`src/rtl/fir_feeder_if.sv`:
```
// fir_feeder_if
// Groups every non-clock, non-reset signal of fir_feeder into one bundle.
//   master : environment side (config host, upstream sample source, filter)
//   slave  : the fir_feeder block
// Signals:
//   coeff_wr/coeff_addr/coeff_wdata : coefficient bank write port
//   cfg_start                       : request to download the bank to the filter
//   in_valid/in_data/in_ready       : upstream sample handshake
//   modwait                         : filter busy
//   sample_data/data_ready          : sample and its strobe to the filter
//   fir_coefficient/load_coeff      : coefficient and its strobe to the filter
//   fifo_count/overflow/coeff_ok    : status
interface fir_feeder_if;
  logic        coeff_wr;
  logic [1:0]  coeff_addr;
  logic [15:0] coeff_wdata;
  logic        cfg_start;
  logic        in_valid;
  logic [15:0] in_data;
  logic        in_ready;
  logic        modwait;
  logic [15:0] sample_data;
  logic [15:0] fir_coefficient;
  logic        data_ready;
  logic        load_coeff;
  logic [3:0]  fifo_count;
  logic        overflow;
  logic        coeff_ok;

  modport master (
    output coeff_wr, coeff_addr, coeff_wdata, cfg_start,
           in_valid, in_data, modwait,
    input  in_ready, sample_data, fir_coefficient, data_ready,
           load_coeff, fifo_count, overflow, coeff_ok
  );

  modport slave (
    input  coeff_wr, coeff_addr, coeff_wdata, cfg_start,
           in_valid, in_data, modwait,
    output in_ready, sample_data, fir_coefficient, data_ready,
           load_coeff, fifo_count, overflow, coeff_ok
  );
endinterface

```
`src/rtl/fir_feeder.sv`:
```
// fir_feeder
// Buffers upstream samples in an 8-deep FIFO and feeds them, one at a time,
// to a FIR filter that signals busy through modwait. On cfg_start (accepted
// only while idle) the 4-entry coefficient bank is downloaded to the filter
// first, one coefficient per load_coeff strobe. Samples are only sent once a
// complete bank has been downloaded since reset.
// Ports:
//   clk : clock, all logic on the rising edge
//   rst : synchronous active-high reset
//   bus : fir_feeder_if.slave (see the interface for the signal list)
// All outputs toward the filter and the status outputs come straight from
// flops; the FSM computes their next values.
module fir_feeder (
  input  logic        clk,
  input  logic        rst,
  fir_feeder_if.slave bus
);

  typedef enum logic [2:0] {
    ST_IDLE  = 3'd0,
    ST_CLOAD = 3'd1,
    ST_CWAIT = 3'd2,
    ST_SEND  = 3'd3,
    ST_SWAIT = 3'd4
  } state_t;

  // FSM state
  state_t      state_r;
  state_t      state_nxt_s;
  logic [1:0]  idx_r;
  logic [1:0]  idx_nxt_s;
  logic        send_cnt_r;
  logic        send_cnt_nxt_s;
  logic        cfg_done_s;
  logic        pop_s;

  // coefficient bank and sample FIFO
  logic [15:0] bank_r [4];
  logic [15:0] fifo_mem_r [8];
  logic [2:0]  wr_ptr_r;
  logic [2:0]  rd_ptr_r;
  logic [3:0]  count_r;
  logic [3:0]  count_nxt_s;
  logic        in_ready_r;
  logic        overflow_r;
  logic        push_s;
  logic        drop_s;

  // registered outputs and their next values
  logic [15:0] sample_data_r;
  logic [15:0] sample_nxt_s;
  logic [15:0] fir_coefficient_r;
  logic [15:0] coef_nxt_s;
  logic        data_ready_r;
  logic        data_ready_nxt_s;
  logic        load_coeff_r;
  logic        load_coeff_nxt_s;
  logic        coeff_ok_r;
  logic        coeff_ok_nxt_s;

  // in_ready is a pure function of the current occupancy, so a pop in the
  // same cycle never opens the door for an extra push.
  assign push_s = bus.in_valid && in_ready_r;
  assign drop_s = bus.in_valid && !in_ready_r;

  // The FIFO head is taken on the cycle the FSM leaves IDLE for SEND, so the
  // sample is already in sample_data when data_ready first rises.
  assign pop_s = (state_r == ST_IDLE) && (state_nxt_s == ST_SEND);

  // FSM state register with bank index and SEND-cycle counter
  always_ff @(posedge clk) begin
    if (rst) begin
      state_r    <= ST_IDLE;
      idx_r      <= 2'd0;
      send_cnt_r <= 1'b0;
    end else begin
      state_r    <= state_nxt_s;
      idx_r      <= idx_nxt_s;
      send_cnt_r <= send_cnt_nxt_s;
    end
  end

  // FSM next-state logic
  always_comb begin
    state_nxt_s    = state_r;
    idx_nxt_s      = idx_r;
    send_cnt_nxt_s = send_cnt_r;
    cfg_done_s     = 1'b0;
    case (state_r)
      ST_IDLE: begin
        // a download request wins over pending samples
        if (bus.cfg_start) begin
          state_nxt_s = ST_CLOAD;
          idx_nxt_s   = 2'd0;
        end else if (coeff_ok_r && (count_r != 4'd0)) begin
          state_nxt_s    = ST_SEND;
          send_cnt_nxt_s = 1'b0;
        end else begin
          state_nxt_s = ST_IDLE;
        end
      end
      ST_CLOAD: begin
        state_nxt_s = ST_CWAIT;
      end
      ST_CWAIT: begin
        if (!bus.modwait) begin
          if (idx_r == 2'd3) begin
            state_nxt_s = ST_IDLE;
            cfg_done_s  = 1'b1;
          end else begin
            state_nxt_s = ST_CLOAD;
            idx_nxt_s   = idx_r + 2'd1;
          end
        end else begin
          state_nxt_s = ST_CWAIT;
        end
      end
      ST_SEND: begin
        // data_ready stays up for exactly two cycles
        if (send_cnt_r) begin
          state_nxt_s = ST_SWAIT;
        end else begin
          state_nxt_s    = ST_SEND;
          send_cnt_nxt_s = 1'b1;
        end
      end
      ST_SWAIT: begin
        if (!bus.modwait) begin
          state_nxt_s = ST_IDLE;
        end else begin
          state_nxt_s = ST_SWAIT;
        end
      end
      default: begin
        state_nxt_s    = ST_IDLE;
        idx_nxt_s      = 2'd0;
        send_cnt_nxt_s = 1'b0;
      end
    endcase
  end

  // FSM output logic: next values of the registered filter-side outputs
  always_comb begin
    load_coeff_nxt_s = (state_nxt_s == ST_CLOAD);
    data_ready_nxt_s = (state_nxt_s == ST_SEND);
    if (state_nxt_s == ST_CLOAD) begin
      coef_nxt_s = bank_r[idx_nxt_s];
    end else begin
      coef_nxt_s = fir_coefficient_r;
    end
    if (pop_s) begin
      sample_nxt_s = fifo_mem_r[rd_ptr_r];
    end else begin
      sample_nxt_s = sample_data_r;
    end
    if (cfg_done_s) begin
      coeff_ok_nxt_s = 1'b1;
    end else begin
      coeff_ok_nxt_s = coeff_ok_r;
    end
  end

  // Registered filter-side and status outputs
  always_ff @(posedge clk) begin
    if (rst) begin
      load_coeff_r      <= 1'b0;
      data_ready_r      <= 1'b0;
      fir_coefficient_r <= 16'd0;
      sample_data_r     <= 16'd0;
      coeff_ok_r        <= 1'b0;
    end else begin
      load_coeff_r      <= load_coeff_nxt_s;
      data_ready_r      <= data_ready_nxt_s;
      fir_coefficient_r <= coef_nxt_s;
      sample_data_r     <= sample_nxt_s;
      coeff_ok_r        <= coeff_ok_nxt_s;
    end
  end

  // Coefficient bank: writable only while idle so a download in progress
  // always sees a consistent bank
  always_ff @(posedge clk) begin
    if (rst) begin
      for (int i = 0; i < 4; i++) begin
        bank_r[i] <= 16'd0;
      end
    end else if (bus.coeff_wr && (state_r == ST_IDLE)) begin
      bank_r[bus.coeff_addr] <= bus.coeff_wdata;
    end
  end

  // FIFO storage
  always_ff @(posedge clk) begin
    if (rst) begin
      for (int i = 0; i < 8; i++) begin
        fifo_mem_r[i] <= 16'd0;
      end
    end else if (push_s) begin
      fifo_mem_r[wr_ptr_r] <= bus.in_data;
    end
  end

  // FIFO occupancy after this cycle's push/pop; both together cancel out
  always_comb begin
    count_nxt_s = count_r;
    case ({push_s, pop_s})
      2'b10:   count_nxt_s = count_r + 4'd1;
      2'b01:   count_nxt_s = count_r - 4'd1;
      default: count_nxt_s = count_r;
    endcase
  end

  // FIFO pointers (3-bit, wrap modulo 8), occupancy, in_ready, sticky overflow
  always_ff @(posedge clk) begin
    if (rst) begin
      wr_ptr_r   <= 3'd0;
      rd_ptr_r   <= 3'd0;
      count_r    <= 4'd0;
      in_ready_r <= 1'b1;
      overflow_r <= 1'b0;
    end else begin
      if (push_s) begin
        wr_ptr_r <= wr_ptr_r + 3'd1;
      end
      if (pop_s) begin
        rd_ptr_r <= rd_ptr_r + 3'd1;
      end
      count_r    <= count_nxt_s;
      in_ready_r <= (count_nxt_s < 4'd8);
      if (drop_s) begin
        overflow_r <= 1'b1;
      end
    end
  end

  assign bus.in_ready        = in_ready_r;
  assign bus.sample_data     = sample_data_r;
  assign bus.fir_coefficient = fir_coefficient_r;
  assign bus.data_ready      = data_ready_r;
  assign bus.load_coeff      = load_coeff_r;
  assign bus.fifo_count      = count_r;
  assign bus.overflow        = overflow_r;
  assign bus.coeff_ok        = coeff_ok_r;

endmodule

```
`src/flat_wrapper.sv`:
```
// flat-port wrapper written by rule: the top's interface ports become plain ports
module fir_feeder_flat 
  (clk, rst, bus_coeff_wr, bus_coeff_addr, bus_coeff_wdata, bus_cfg_start, bus_in_valid, bus_in_data, bus_modwait, bus_in_ready, bus_sample_data, bus_fir_coefficient, bus_data_ready, bus_load_coeff, bus_fifo_count, bus_overflow, bus_coeff_ok);
  fir_feeder_if bus_i ();
  input  logic clk;
  input  logic rst;
  input wire logic [$bits(bus_i.coeff_wr)-1:0] bus_coeff_wr;
  input wire logic [$bits(bus_i.coeff_addr)-1:0] bus_coeff_addr;
  input wire logic [$bits(bus_i.coeff_wdata)-1:0] bus_coeff_wdata;
  input wire logic [$bits(bus_i.cfg_start)-1:0] bus_cfg_start;
  input wire logic [$bits(bus_i.in_valid)-1:0] bus_in_valid;
  input wire logic [$bits(bus_i.in_data)-1:0] bus_in_data;
  input wire logic [$bits(bus_i.modwait)-1:0] bus_modwait;
  output wire logic [$bits(bus_i.in_ready)-1:0] bus_in_ready;
  output wire logic [$bits(bus_i.sample_data)-1:0] bus_sample_data;
  output wire logic [$bits(bus_i.fir_coefficient)-1:0] bus_fir_coefficient;
  output wire logic [$bits(bus_i.data_ready)-1:0] bus_data_ready;
  output wire logic [$bits(bus_i.load_coeff)-1:0] bus_load_coeff;
  output wire logic [$bits(bus_i.fifo_count)-1:0] bus_fifo_count;
  output wire logic [$bits(bus_i.overflow)-1:0] bus_overflow;
  output wire logic [$bits(bus_i.coeff_ok)-1:0] bus_coeff_ok;
  assign bus_i.coeff_wr = bus_coeff_wr;
  assign bus_i.coeff_addr = bus_coeff_addr;
  assign bus_i.coeff_wdata = bus_coeff_wdata;
  assign bus_i.cfg_start = bus_cfg_start;
  assign bus_i.in_valid = bus_in_valid;
  assign bus_i.in_data = bus_in_data;
  assign bus_i.modwait = bus_modwait;
  assign bus_in_ready = bus_i.in_ready;
  assign bus_sample_data = bus_i.sample_data;
  assign bus_fir_coefficient = bus_i.fir_coefficient;
  assign bus_data_ready = bus_i.data_ready;
  assign bus_load_coeff = bus_i.load_coeff;
  assign bus_fifo_count = bus_i.fifo_count;
  assign bus_overflow = bus_i.overflow;
  assign bus_coeff_ok = bus_i.coeff_ok;
  fir_feeder u_core (.clk(clk), .rst(rst), .bus(bus_i));
endmodule
```
`config.mk`:
```
export PLATFORM = sky130hd
export DESIGN_NAME = fir_feeder_flat
export DESIGN_NICKNAME = d
export VERILOG_FILES = /design/src/rtl/fir_feeder_if.sv /design/src/rtl/fir_feeder.sv /design/src/flat_wrapper.sv
export SDC_FILE = /design/constraint.sdc
export NUM_CORES = 1
export LEC_CHECK = 0
export BUFFER_PORTS_ARGS = -buffer_cell sky130_fd_sc_hd__buf_2
export CAP_MARGIN = 20
export CORE_AREA = 4 4 126 188
export DETAILED_ROUTE_END_ITERATION = 10
export DIE_AREA = 0 0 130 192
export GPL_TIMING_DRIVEN = 0
export HOLD_SLACK_MARGIN = 0.06
export PLACE_DENSITY = 0.66
export SLEW_MARGIN = 5
export SYNTH_ARGS = -nofsm -noshare
export SYNTH_HDL_FRONTEND = slang
export SYNTH_SLANG_ARGS = --single-unit
```
`constraint.sdc`:
```
create_clock -name clk -period 5.7 [get_ports clk]
set_clock_uncertainty 0.1 [all_clocks]
set_input_delay 0.57 -clock clk [delete_from_list [all_inputs] [get_ports clk]]
set_output_delay 0.57 -clock clk [all_outputs]
set_load 0.01 [all_outputs]
```
Yosys cells after proc, flatten, opt, wreduce, memory -nomap -nowiden:

Memory sizes are Yosys's and may differ from the RTL's. A register that Yosys moved wholly into a read port is not among the register bits.
Index checks and enable logic that the tools add are counted.

* equal/unequal tests: 11
* magnitude comparators: 1
* add/subtract/negate cells: 5
* multiplexer cells: 32
* bitwise operators: 1
* reduce and logical (&&, ||, !) cells: 13

Operators by type and width (count)
* 2-to-1 mux 16 bit: 2
* OR reduction 16 bit: 2
* 2-to-1 mux 1 bit: 16
* case mux 3 bit (5 select lines): 1
* 2-to-1 mux 2 bit: 6
* 2-to-1 mux 3 bit: 4
* == test 3 x 2 -> 1 bit, second input constant: 3
* case mux 4 bit (2 select lines): 1
* adder 3 x 1 -> 3 bit, second input constant: 2
* == test 3 x 1 -> 1 bit, second input constant: 2
* case mux 2 bit (3 select lines): 1
* OR reduction 3 bit: 2
* logical AND 1 bit: 5
* adder 4 x 1 -> 4 bit, second input constant: 1
* == test 2 bit, second input constant: 2
* < comparator 4 bit, second input constant: 1
* != test 2 bit, second input constant: 2
* nonzero test 4 bit: 1
* subtractor 4 x 1 -> 4 bit, second input constant: 1
* == test 3 bit, second input constant: 1
* zero test 3 bit: 1
* case mux 1 bit (3 select lines): 1
* AND reduction 3 bit: 1
* adder 2 x 1 -> 2 bit, second input constant: 1
* other kinds (3): 3

* memories kept: 2
* bits in writable memories: 192
* output and inout port bits: 41
* flip-flop bits (word level): 21

Memories
* u_core.fifo_mem_r: depth 8, width 16, read ports 1, clocked after Yosys merged registers in 1, write ports 8, RTL line fir_feeder.sv:39 `logic [15:0] fifo_mem_r [8];`
* u_core.bank_r: depth 4, width 16, read ports 1, clocked after Yosys merged registers in 1, write ports 4, RTL line fir_feeder.sv:38 `logic [15:0] bank_r [4];`

Logic depth before layout (Yosys ltp):

Gate-level depths: netlist (run 1).

* depth in word-level cells: 10
* mapped depth: 12
* depth with buffers taken out: 9

Worst setup path after synthesis (run 1):

Ideal clock, no wire load.

* path kind: register -> register
* start point: reg u_core.state_r[1]
* end point: reg u_core.in_ready_r, in the netlist u_core.bus.in_ready
* cell stages (with the launch flop): 13
* arrival: 2574 ps
* data required time: 5466 ps
* slack: 2892 ps
* clock period less this slack: 2808 ps
* setup time: 134 ps
* cells stage by stage: dfxtp_1 -> buf_2 -> nor3_2 -> nor3b_2 -> buf_2 -> buf_2 -> ha_1 -> ha_1 -> a21o_1 -> a21oi_1 -> xnor2_1 -> nor3b_1 -> o21ai_0

* word-level cells in the longest chain between the ends: 7
* elaborated cells between the ends (all ways): 12
* those cells by class: order compare: 1; eq/ne: 7; mux: 2; reduce/logical: 2

Ends and longest elaborated chain
* start, declared: RTL line fir_feeder.sv:28 `state_t state_r;`
* start signal, assigned: RTL line fir_feeder.sv:77 `state_r <= state_nxt_s;`
* == test 3 bit (tied with other cells): RTL line fir_feeder.sv:89 `case (state_r)`
* case mux 3 bit (5 select lines): RTL line fir_feeder.sv:89
* == test 3 x 2 -> 1 bit: RTL line fir_feeder.sv:68 `assign pop_s = (state_r == ST_IDLE) && (state_nxt_s == ST_SEND);`
* logical AND 1 bit (*): RTL line fir_feeder.sv:68
* via u_core.pop_s: RTL line fir_feeder.sv:35 `logic pop_s;`
* == test 2 x 1 -> 1 bit or == test 2 bit (tied branches): RTL line fir_feeder.sv:206 `case ({push_s, pop_s})`
* case mux 4 bit (2 select lines) (*): RTL line fir_feeder.sv:206
* < comparator 4 bit (*): RTL line fir_feeder.sv:229 `in_ready_r <= (count_nxt_s < 4'd8);`
* end signal, assigned: RTL line fir_feeder.sv:229
* end, declared: RTL line fir_feeder.sv:44 `logic in_ready_r;`

The timed path passes the listed nets; every way through them passes the cells marked *.
A chain may end at the register's enable or synchronous reset.

Worst setup path after layout (run 1):

Same ends and word-level chain as after synthesis.

==> results of run 1 <==
registers in the layout (all words and copies together) (netlist names), named ones only:
name / cells
u_core.state_r: 3
u_core.rd_ptr_r: 3
u_core.idx_r: 2
u_core.bus.sample_data: 16
u_core.bus.overflow: 1
u_core.bus.load_coeff: 1
u_core.bank_r: 64
u_core.fifo_mem_r: 128
u_core.send_cnt_r: 1
u_core.bus.data_ready: 1
u_core.wr_ptr_r: 3
u_core.bus.coeff_ok: 1
u_core.bus.fifo_count: 3
u_core.bus.in_ready: 1
u_core.bus.fir_coefficient: 16
final cells by class:
type | instances | area, sq um | share of cell area
clock buffer | 30 | 602 | 0.0490
tap | 276 | 345 | 0.0281
sequential | 245 | 6830 | 0.556
clock inverter | 12 | 57.6 | 0.00468
timing repair buffer | 83 | 445 | 0.0362
buffer | 48 | 214 | 0.0174
multi-input combinational | 481 | 3770 | 0.307
antenna | 1 | 2.50 | 0.000204
inverter | 7 | 26.3 | 0.00214
routing by layer:
layer,up-vias,GRT usage,part of all wire
li1,3123,-,-
met1,3145,0.202,0.35
met2,134,0.407,0.59
met3,42,0.0237,0.038
met4,2,0.0528,0.023
met5,-,0,0.00029
cell families after synthesis:
family                   Yosys count
AND/OR/NAND/NOR                  317
flip-flops                       245
AO/OA/AOI/OAI                    100
buffers and inverters             55
multiplexers                      50
XOR/XNOR                           8
adder cells (fa/ha/maj)            6
where the power goes:
| group | leakage (nW) | internal, mW | switching, mW |
|---|---|---|---|
| Combinational | 1.98 | 0.0936 | 0.153 |
| Clock | 0.328 | 0.746 | 0.644 |
| Sequential | 2.43 | 2.01 | 0.0294 |
| Total | 4.73 | 2.85 | 0.826 |
Yosys cell counts, types with 4 or more instances:
library cell / count
nand2_1: 12
a211o_1: 19
inv_1: 5
buf_2: 15
nand3_1: 13
and3_1: 33
nor3_1: 4
o31ai_1: 8
o21ai_0: 7
a211oi_1: 30
ha_1: 5
dfxtp_1: 53
edfxtp_1: 192
or2_2: 5
mux4_2: 32
mux2i_1: 18
a21oi_1: 8
a32o_1: 9
xor2_1: 5
clkbuf_1: 30
and2_1: 193
nor2_1: 39
how the worst min path moves through the flow:
stage                                         startpoint                             end  slack [ns]  cells past startpoint
after detailed placement  u_core.bus.fir_coefficient[11]  u_core.bus.fir_coefficient[11]        0.35                      1
after global placement               u_core.bus.overflow             u_core.bus.overflow        0.34                      2
after global routing                  bus_coeff_wdata[8]             u_core.bank_r[3][8]        0.27                      2
final                                 bus_coeff_wdata[2]             u_core.bank_r[0][2]        0.27                      2
after CTS                             bus_coeff_wdata[2]             u_core.bank_r[0][2]        0.25                      2
after floorplan            u_core.bus.fir_coefficient[0]   u_core.bus.fir_coefficient[0]        0.39                      2
worst max-delay path, delay by kind of cell (launching register included):
kind,cells,cell delay (ns)
buf+inv,3,0.77
simple gates,3,0.75
fa+ha+maj,2,0.54
compound gates,3,0.51
flops,1,0.37
xor+xnor,1,0.16
per-stage QoR:
stage	instances	util	hold WS, ns	instance area, sq um
2_1_floorplan	781	-	0.394	10800
3_3_place_gp	1137	0.522	0.340	11600
3_5_place_dp	1140	0.525	0.348	11600
4_1_cts	1182	0.555	0.255	12300
5_1_grt	1182	0.555	0.270	12300
6_report	1183	0.555	0.270	12300
cells in the final DEF, fill, tap and decap left out, drive strengths merged, types with 3 or more instances in the layout:
| cell type | n |
|---|---|
| inv | 7 |
| or2 | 5 |
| a32o | 9 |
| and2 | 193 |
| mux2i | 18 |
| a21oi | 8 |
| xnor2 | 3 |
| and3 | 33 |
| clkbuf | 60 |
| xor2 | 5 |
| dfxtp | 53 |
| buf | 101 |
| nor3 | 6 |
| a211o | 19 |
| nor2 | 40 |
| clkinv | 12 |
| ha | 5 |
| o31ai | 8 |
| nor4 | 4 |
| o21a | 3 |
| mux4 | 32 |
| nand2 | 13 |
| nand3 | 14 |
| o21ai | 10 |
| edfxtp | 192 |
| a211oi | 31 |
==> flow_summary_export.csv, run 1 <==
group,metric,value,unit
drt,drtIter0Drc,445,
yosys,synthesis.area,10800,sq um
cts,cts_root_buffer,"clkbuf_16",
drt,routed_wl,24.3,mm
worst_setup_path,reg2reg_to,"u_core.bus.in_ready",
floorplan,rows,67,
worst_setup_path,worst_r2r_path_depth,12,
yosys,synth.area.top_cells,"edfxtp_1, and2_1, dfxtp_1",
yosys,synth_ff_type,"edfxtp_1",
yosys,synth.distinct_cells,57,
job,cap_violations,0,
cts,clk_latency,0.51,ns
worst_hold_path,worstHoldPathType,"in2reg",
floorplan,start_util,0.489,
grt,antenna_found_initial,1,
yosys,synth_xor_area_frac,0.00648,
yosys,syn-num-nets,827,
drt,remaining_drc_errors,0,
power,ir_drop,0.000227,V
worst_setup_path,crit_start,"u_core.state_r[1]",
placement,hpwl,18.4,mm
sta,worstMarginPinSlew,1.05,ns
yosys,ys_warn_count,0,
cts,htreeDepth,1,
floorplan,die-area,25000,sq um
yosys,netlist_instances,781,
worst_setup_path,critPathMaxFanout,10,
yosys,synth-compound-area-share,0.0753,
power,powerDensity,299,nW/um^2
cts,cts_setup_buffers,0,
sta,final_max_slew_viol_count,0,
drt,dr.pass1.iters,4,
power,cellLeakagePower,4.73,nW
yosys,synth_top_family_by_area,"simple AND/OR/NAND/NOR gates",
placement,dpl_worst_slack,2.28,ns
placement,io_buffers,80,
worst_setup_path,r2r_start,"u_core.state_r[1]",
cts,cts_tree,"built",
grt,gr-total-overflow,0,
worst_setup_path,critPathKind,"reg2reg",
sta,finalCritPeriodShare,0.596,
sta,layout_min_cycle_time,3.40,ns
sta,fmax,294,MHz
cts,cts_sinks,245,
final_layout,fin_nets,935,
drt,vias_per_cell,5.45,
worst_setup_path,cpMostUsedCell,"buf_2",
worst_setup_path,path_cells,"buf_2, nor3_2, nor3b_2, buf_2, buf_2, ha_1, ha_1, a21o_1, a21oi_1, xnor2_1, nor3b_1, o21ai_0",
sta,setup_violations,0,
worst_setup_path,worstSetupEndpointType,"register",
floorplan,core-area,22100,sq um
worst_setup_path,crit_arrival,3.63,ns
final_layout,drive_gt1_frac,0.209,
worst_setup_path,crit_slowest_cell,"dfxtp_1",
floorplan,io_pins,81,
run_status,outcome,"finished clean",
power,power.total,3.68,mW
yosys,synthAdderAreaFrac,0.00764,
yosys,synth.avg_cell_area,13.8,sq um
floorplan,fp.dieW,130,um
worst_setup_path,crit_path_max_incr_delay,0.37,ns
floorplan,die_h,192,um
grt,grt_max_degree,17,
yosys,synth-seq-area-share,0.631,
sta,fin_ws,2.30,ns
sta,timing.setup.tns,0,ns
yosys,synth_mux_area_frac,0.0833,
yosys,synthArstFlopShare,0,
worst_setup_path,start_kind,"register",
grt,grt_pass1_wl,37.4,mm
sta,max_slew_margin,0.291,
cts,ctsHoldBuffers,0,
yosys,synth_top_area_share,0.533,
cts,cts.path.max_buffers,3,
grt,grt_pass1_vias,6720,
drt,via_count,6446,
final_layout,n_fill_cell,1885,
cts,numCtsBuffers,23,
worst_setup_path,required,5.93,ns
grt,track_usage,0.198,
placement,routabilityCongestion,0.796,
yosys,ys_ff_latch,245,
cts,cts.reportedPaths.clkPinSlew,0.06,ns
cts,cts_resized,0,
sta,hold_violations,0,
drt,ant_nets,0,
drt,wl_per_cell,20.5,um
worst_setup_path,r2r_slack,2.30,ns
yosys,yosys.area_share.simple,0.174,
yosys,synth_edf_count,192,
worst_setup_path,cp-endpoint,"u_core.bus.in_ready",
yosys,synth_top_area_cell,"edfxtp_1",
sta,grt_setup_unrepaired,"no",
final_layout,area_growth,13.6,%
(Power assumes the default switching activity.)
==> inputs of run 2 (changes only) <==
--- a/config.mk
+++ b/config.mk
@@ -12,7 +12,7 @@
 export DIE_AREA = 0 0 130 192
 export GPL_TIMING_DRIVEN = 0
 export HOLD_SLACK_MARGIN = 0.06
-export PLACE_DENSITY = 0.66
+export PLACE_DENSITY = 0.69
 export SLEW_MARGIN = 5
 export SYNTH_ARGS = -nofsm -noshare
 export SYNTH_HDL_FRONTEND = slang
==> constraint.sdc (replaced) <==
create_clock -name clk -period 3.1 [get_ports clk]
set_clock_uncertainty 0.1 [all_clocks]
set_input_delay 0.31 -clock clk [delete_from_list [all_inputs] [get_ports clk]]
set_output_delay 0.31 -clock clk [all_outputs]
set_load 0.01 [all_outputs]
==> run 2 against run 1 <==
Wire length is 2.6% higher. Worst hold slack worse by 0.19 ns. Sequential share of layout area fell by 1.7 points. Critical endpoint is now u_core.fifo_mem_r[5][5]. Largest power group unchanged. Highest routed layer is now met4. Global-route usage grew 0.63 points. Core utilization up 1.7 points. First-iteration DRC count is 7.4% lower. Combinational power grew 96%. Sequential power grew 84%. Die area did not move. Count of clock-buffer cells in the layout up 3.
==> flow_summary_export.csv, run 2 (synthesis gave the netlist of run 1 again) <==
group,metric,value,unit
floorplan,core-area,22100,sq um
worst_setup_path,crit_arrival,2.95,ns
placement,io_buffers,80,
drt,via_count,6659,
floorplan,die-area,25000,sq um
grt,grt_pass1_wl,38.5,mm
cts,htreeDepth,1,
sta,finalCritPeriodShare,0.938,
worst_setup_path,worst_r2r_path_depth,4,
power,ir_drop,0.000470,V
worst_hold_path,hold_depth,2,
cts,cts_root_buffer,"clkbuf_16",
grt,antenna_found_initial,0,
worst_setup_path,start_kind,"register",
final_layout,area_growth,17.2,%
sta,grt_setup_unrepaired,"no",
cts,numCtsBuffers,23,
worst_setup_path,reg2reg_to,"u_core.fifo_mem_r[5][5]",
floorplan,rows,67,
sta,fmax,344,MHz
sta,layout_min_cycle_time,2.91,ns
sta,timing.setup.tns,0,ns
worst_hold_path,worstHoldPathType,"in2reg",
final_layout,final_cell_mix,"and2_1, edfxtp_1, buf_2",
placement,hpwl,18.0,mm
run_status,outcome,"finished clean",
final_layout,reg_top3,"u_core.fifo_mem_r: 128 flops, u_core.bank_r: 64 flops",
floorplan,fp.dieW,130,um
final_layout,fin_cells,1208,
drt,remaining_drc_errors,0,
drt,ant_nets,0,
floorplan,die_h,192,um
drt,vias_per_cell,5.51,
final_layout,n_fill_cell,1777,
placement,routabilityCongestion,0.825,
final_layout,fin_nets,961,
power,powerDensity,563,nW/um^2
grt,track_usage,0.204,
job,cap_violations,0,
final_layout,largest_reg_flops,128,
drt,wl_per_cell,20.6,um
grt,grt_max_degree,20,
sta,whs,0.0785,ns
floorplan,io_pins,81,
final_layout,largest-register,"u_core.fifo_mem_r",
worst_hold_path,hp-start,"bus_in_data[4]",
final_layout,final_common_cell,"and2_1",
sta,max_slew_margin,0.263,
sta,setup_violations,0,
worst_setup_path,critPathKind,"reg2reg",
grt,grt_pass1_vias,6920,
cts,cts_tree,"built",
placement,dpl_cell_area,11700,sq um
cts,cts_sinks,245,
final_layout,drive_gt1_frac,0.211,
sta,worstMarginPinSlew,1.10,ns
power,power.total,7.13,mW
floorplan,start_util,0.489,
final_layout,final_area,12700,sq um
cts,clk_latency,0.50,ns
worst_setup_path,required,3.15,ns
cts,cts.path.max_buffers,3,
placement,dp.cells,1144,
drt,routed_wl,24.9,mm
worst_hold_path,holdPathEnd,"u_core.fifo_mem_r[1][4]",
worst_setup_path,critPathMaxFanout,16,
drt,dr.pass1.iters,5,
sta,final_max_slew_viol_count,0,
worst_setup_path,worstSetupEndpointType,"register",
sta,hold_violations,0,
cts,cts.reportedPaths.clkPinSlew,0.06,ns
power,cellLeakagePower,4.89,nW
drt,drtIter0Drc,412,
grt,gr-total-overflow,0,
worst_setup_path,r2r_slack,0.19,ns
worst_setup_path,r2r_start,"u_core.wr_ptr_r[0]",
## run 2: changes by cell type in the layout (fill, tap and decap cells not counted), sizes merged
cell / change
bufinv: +4
clkbuf: +3
dlygate4sd3: +22
clkinv: -7
inv: -1
buf: +4
## run 2: report_power, final
part	total [mW]	internal [mW]	leakage (nW)	switching (mW)
Sequential	3.75	3.70	2.43	0.0528
Clock	2.90	1.73	0.371	1.17
Combinational	0.482	0.196	2.10	0.286
Total	7.13	5.62	4.89	1.51
## run 2: area by class of cell
| class | instances | area, sq um | area share |
|---|---|---|---|
| clock buffer | 33 | 623 | 0.0492 |
| tap | 276 | 345 | 0.0273 |
| multi-input combinational | 481 | 3780 | 0.298 |
| timing repair buffer | 110 | 716 | 0.0565 |
| buffer | 47 | 215 | 0.0170 |
| sequential | 245 | 6830 | 0.539 |
| inverter | 7 | 26.3 | 0.00207 |
| antenna | 1 | 2.50 | 0.000198 |
| clock inverter | 8 | 139 | 0.0110 |
## run 2: how the worst max path moves through the flow
stage	start	to	slack, ns	cells past startpoint
3_5_place_dp	u_core.state_r[1]	u_core.bus.in_ready	-0.21	12
6_report	u_core.wr_ptr_r[0]	u_core.fifo_mem_r[5][5]	0.19	4
2_1_floorplan	u_core.state_r[1]	u_core.bus.in_ready	0.29	12
3_3_place_gp	u_core.bus.in_ready	u_core.fifo_mem_r[1][2]	-0.79	3
5_1_grt	u_core.wr_ptr_r[0]	u_core.fifo_mem_r[5][5]	0.04	4
4_1_cts	u_core.state_r[1]	u_core.bus.in_ready	0.09	11
## run 2: through the flow
step	setup WS [ns]	utilization
2_1_floorplan	0.292	-
3_3_place_gp	-0.794	0.522
3_5_place_dp	-0.209	0.527
4_1_cts	0.0893	0.572
5_1_grt	0.0442	0.572
6_report	0.193	0.572
## run 2: per-layer routing
metal,wire length [um],part of all wire,global-route usage,vias to the layer above
li1,-,-,-,3168
met1,9080,0.37,0.227,3269
met2,14000,0.56,0.396,175
met3,1120,0.045,0.0250,47
met4,694,0.028,0.0636,0
met5,0,0,0,-
## run 2: critical path: stages, from the launching register on
cell	delay (ns)
dfxtp_1	0.34
clkbuf_1	0.41
nand2_1	0.26
nor3_1	0.89
or2_2	0.55
## run 2: repair_timing
item / in CTS / in global routing
endpoints found under the hold margin: 95 / 0
pin swaps: 0 / 0
setup buffers: 0 / 1
resized for setup: 2 / 2
endpoints found under the setup margin: 2 / 2
hold buffers: 22 / 0
==> inputs of run 3 (changes only) <==
--- a/config.mk
+++ b/config.mk
@@ -13,6 +13,7 @@
 export GPL_TIMING_DRIVEN = 0
 export HOLD_SLACK_MARGIN = 0.06
 export PLACE_DENSITY = 0.69
+export REMOVE_ABC_BUFFERS = 1
 export SLEW_MARGIN = 5
 export SYNTH_ARGS = -nofsm -noshare
 export SYNTH_HDL_FRONTEND = slang
==> run 3 against run 2 <==
Non-clock buffer count is 30 lower. Worst hold slack got worse by 0.0058 ns. Critical path depth is 1 higher. Die area unchanged. Final cell count fell by 2.2%. Largest power group unchanged. First-iteration DRC count shrank 28%. Global-route usage down 0.38 points. Setup slack improved by 0.0068 ns. Sequential share of layout area decreased by 0.30 points. Count of clock-buffer cells in the layout fell by 3.
==> flow_summary_export.csv, run 3 (synthesis gave the netlist of run 1 again) <==
group,metric,value,unit
final_layout,final_common_cell,"and2_1",
drt,via_count,6566,
final_layout,regArea,6830,sq um
sta,max_slew_margin,0.321,
grt,track_usage,0.200,
sta,grt_setup_unrepaired,"no",
final_layout,final_cell_mix,"and2_1, edfxtp_1, buf_2",
sta,finalCritPeriodShare,0.936,
job,cap_violations,0,
drt,ant_nets,0,
placement,routabilityCongestion,0.719,
power,p_int,5.54,mW
floorplan,core-area,22100,sq um
cts,htreeDepth,1,
power,p_comb_frac,0.068,
worst_setup_path,start_kind,"register",
final_layout,fin_nets,933,
sta,hold_violations,0,
worst_setup_path,r2r_slack,0.20,ns
worst_setup_path,critPathMaxFanout,17,
worst_setup_path,critPathKind,"reg2reg",
worst_setup_path,required,3.37,ns
grt,grt_pass1_vias,6825,
sta,whs,0.0727,ns
drt,dr.pass1.iters,5,
power,switching_share,0.220,
final_layout,largest_reg_flops,128,
sta,fmax,345,MHz
worst_setup_path,crit_arrival,3.17,ns
drt,remaining_drc_errors,0,
power,pwr-share-seq,0.530,
worst_setup_path,crit_path_max_incr_delay,0.69,ns
cts,clk_latency,0.51,ns
cts,cts_tree,"built",
power,power.total,7.10,mW
floorplan,die-area,25000,sq um
worst_setup_path,path_cells,"nor3_2, nand2_1, nor2_2, and3_1, and2_1",
cts,cts_root_buffer,"clkbuf_16",
worst_hold_path,worstHoldPathType,"in2reg",
grt,gr-total-overflow,0,
cts,cts.path.max_buffers,3,
final_layout,reg_top3,"u_core.fifo_mem_r: 128 flops, u_core.bank_r: 64 flops",
placement,hpwl,15.3,mm
floorplan,io_pins,81,
power,clock_power_share,0.402,
placement,dpl_worst_slack,-0.289,ns
placement,dpl_cell_area,11700,sq um
cts,cts_sinks,245,
sta,worstMarginPinSlew,1.02,ns
cts,cts.reportedPaths.clkPinSlew,0.06,ns
grt,grt_max_degree,36,
final_layout,final_area,12700,sq um
run_status,outcome,"finished clean",
worst_setup_path,crit_slowest_cell,"and3_1",
cts,numCtsBuffers,24,
drt,wl_per_cell,20.5,um
floorplan,die_h,192,um
sta,fin_ws,0.199,ns
drt,routed_wl,24.2,mm
power,cellLeakagePower,4.90,nW
drt,drtIter0Drc,296,
final_layout,drive_gt1_frac,0.223,
sta,layout_min_cycle_time,2.90,ns
sta,timing.setup.tns,0,ns
sta,final_max_slew_viol_count,0,
final_layout,area_growth,17.9,%
final_layout,multi_input_area,3840,sq um
placement,dp.cells,1108,
floorplan,start_util,0.489,
placement,io_buffers,80,
power,p_switching,1.57,mW
grt,antenna_found_initial,0,
power,ir_drop,0.000512,V
final_layout,diodes,0,
final_layout,largest-register,"u_core.fifo_mem_r",
final_layout,n_fill_cell,1769,
final_layout,fin_cells,1181,
worst_setup_path,worstSetupEndpointType,"register",
floorplan,fp.dieW,130,um
floorplan,rows,67,
drt,vias_per_cell,5.56,
final_layout,fin_util,0.576,
grt,grt_pass1_wl,38.1,mm
power,powerDensity,557,nW/um^2
sta,setup_violations,0,
## run 3: layer usage
| metal | track usage | wire length [um] | up-vias |
|---|---|---|---|
| met2 | 0.397 | 14000 | 135 |
| met3 | 0.0237 | 872 | 29 |
| met4 | 0.0484 | 493 | 0 |
| li1 | - | - | 3128 |
| met1 | 0.222 | 8860 | 3274 |
| met5 | 0 | 0 | - |
## run 3: timing repair
action | 4_1_cts | 5_1_grt
pin swaps | 1 | 1
endpoints found under the hold margin | 112 | 0
gates cloned | 1 | 0
buffers inserted | 1 | 0
gates resized for setup | 1 | 0
setup endpoints to repair | 16 | 2
hold buffers | 25 | 0
## run 3: final timing paths
kind                                                       to                     startpoint  cells after the start
worst max-delay path                     u_core.bank_r[2][13]              u_core.state_r[1]                      5
worst min-delay path                  u_core.fifo_mem_r[4][5]                 bus_in_data[5]                      2
worst max register to register           u_core.bank_r[2][13]              u_core.state_r[1]                      5
worst min register to register  u_core.bus.fir_coefficient[8]  u_core.bus.fir_coefficient[8]                      1
## run 3: critical path, delay by kind of cell (launching register included)
kind             cells  cell delay [ns]
flip-flops           1             0.53
AND/OR/NAND/NOR      5             2.12
## run 3: power by group through the flow
stage | Clock [mW] | Sequential (mW) | Combinational [mW]
floorplan | 0 | 3.82 | 0.238
global placement | 0 | 3.83 | 0.417
detailed placement | 0 | 3.83 | 0.461
CTS | 2.90 | 3.76 | 0.488
global route | 3.03 | 3.78 | 0.531
finish | 2.86 | 3.76 | 0.484
## run 3: final cells by class
class,instances,area share
inverter,7,0.00206
sequential,245,0.536
clock buffer,30,0.0506
multi-input combinational,482,0.301
clock inverter,14,0.00952
timing repair buffer,127,0.0738
tap,276,0.0271
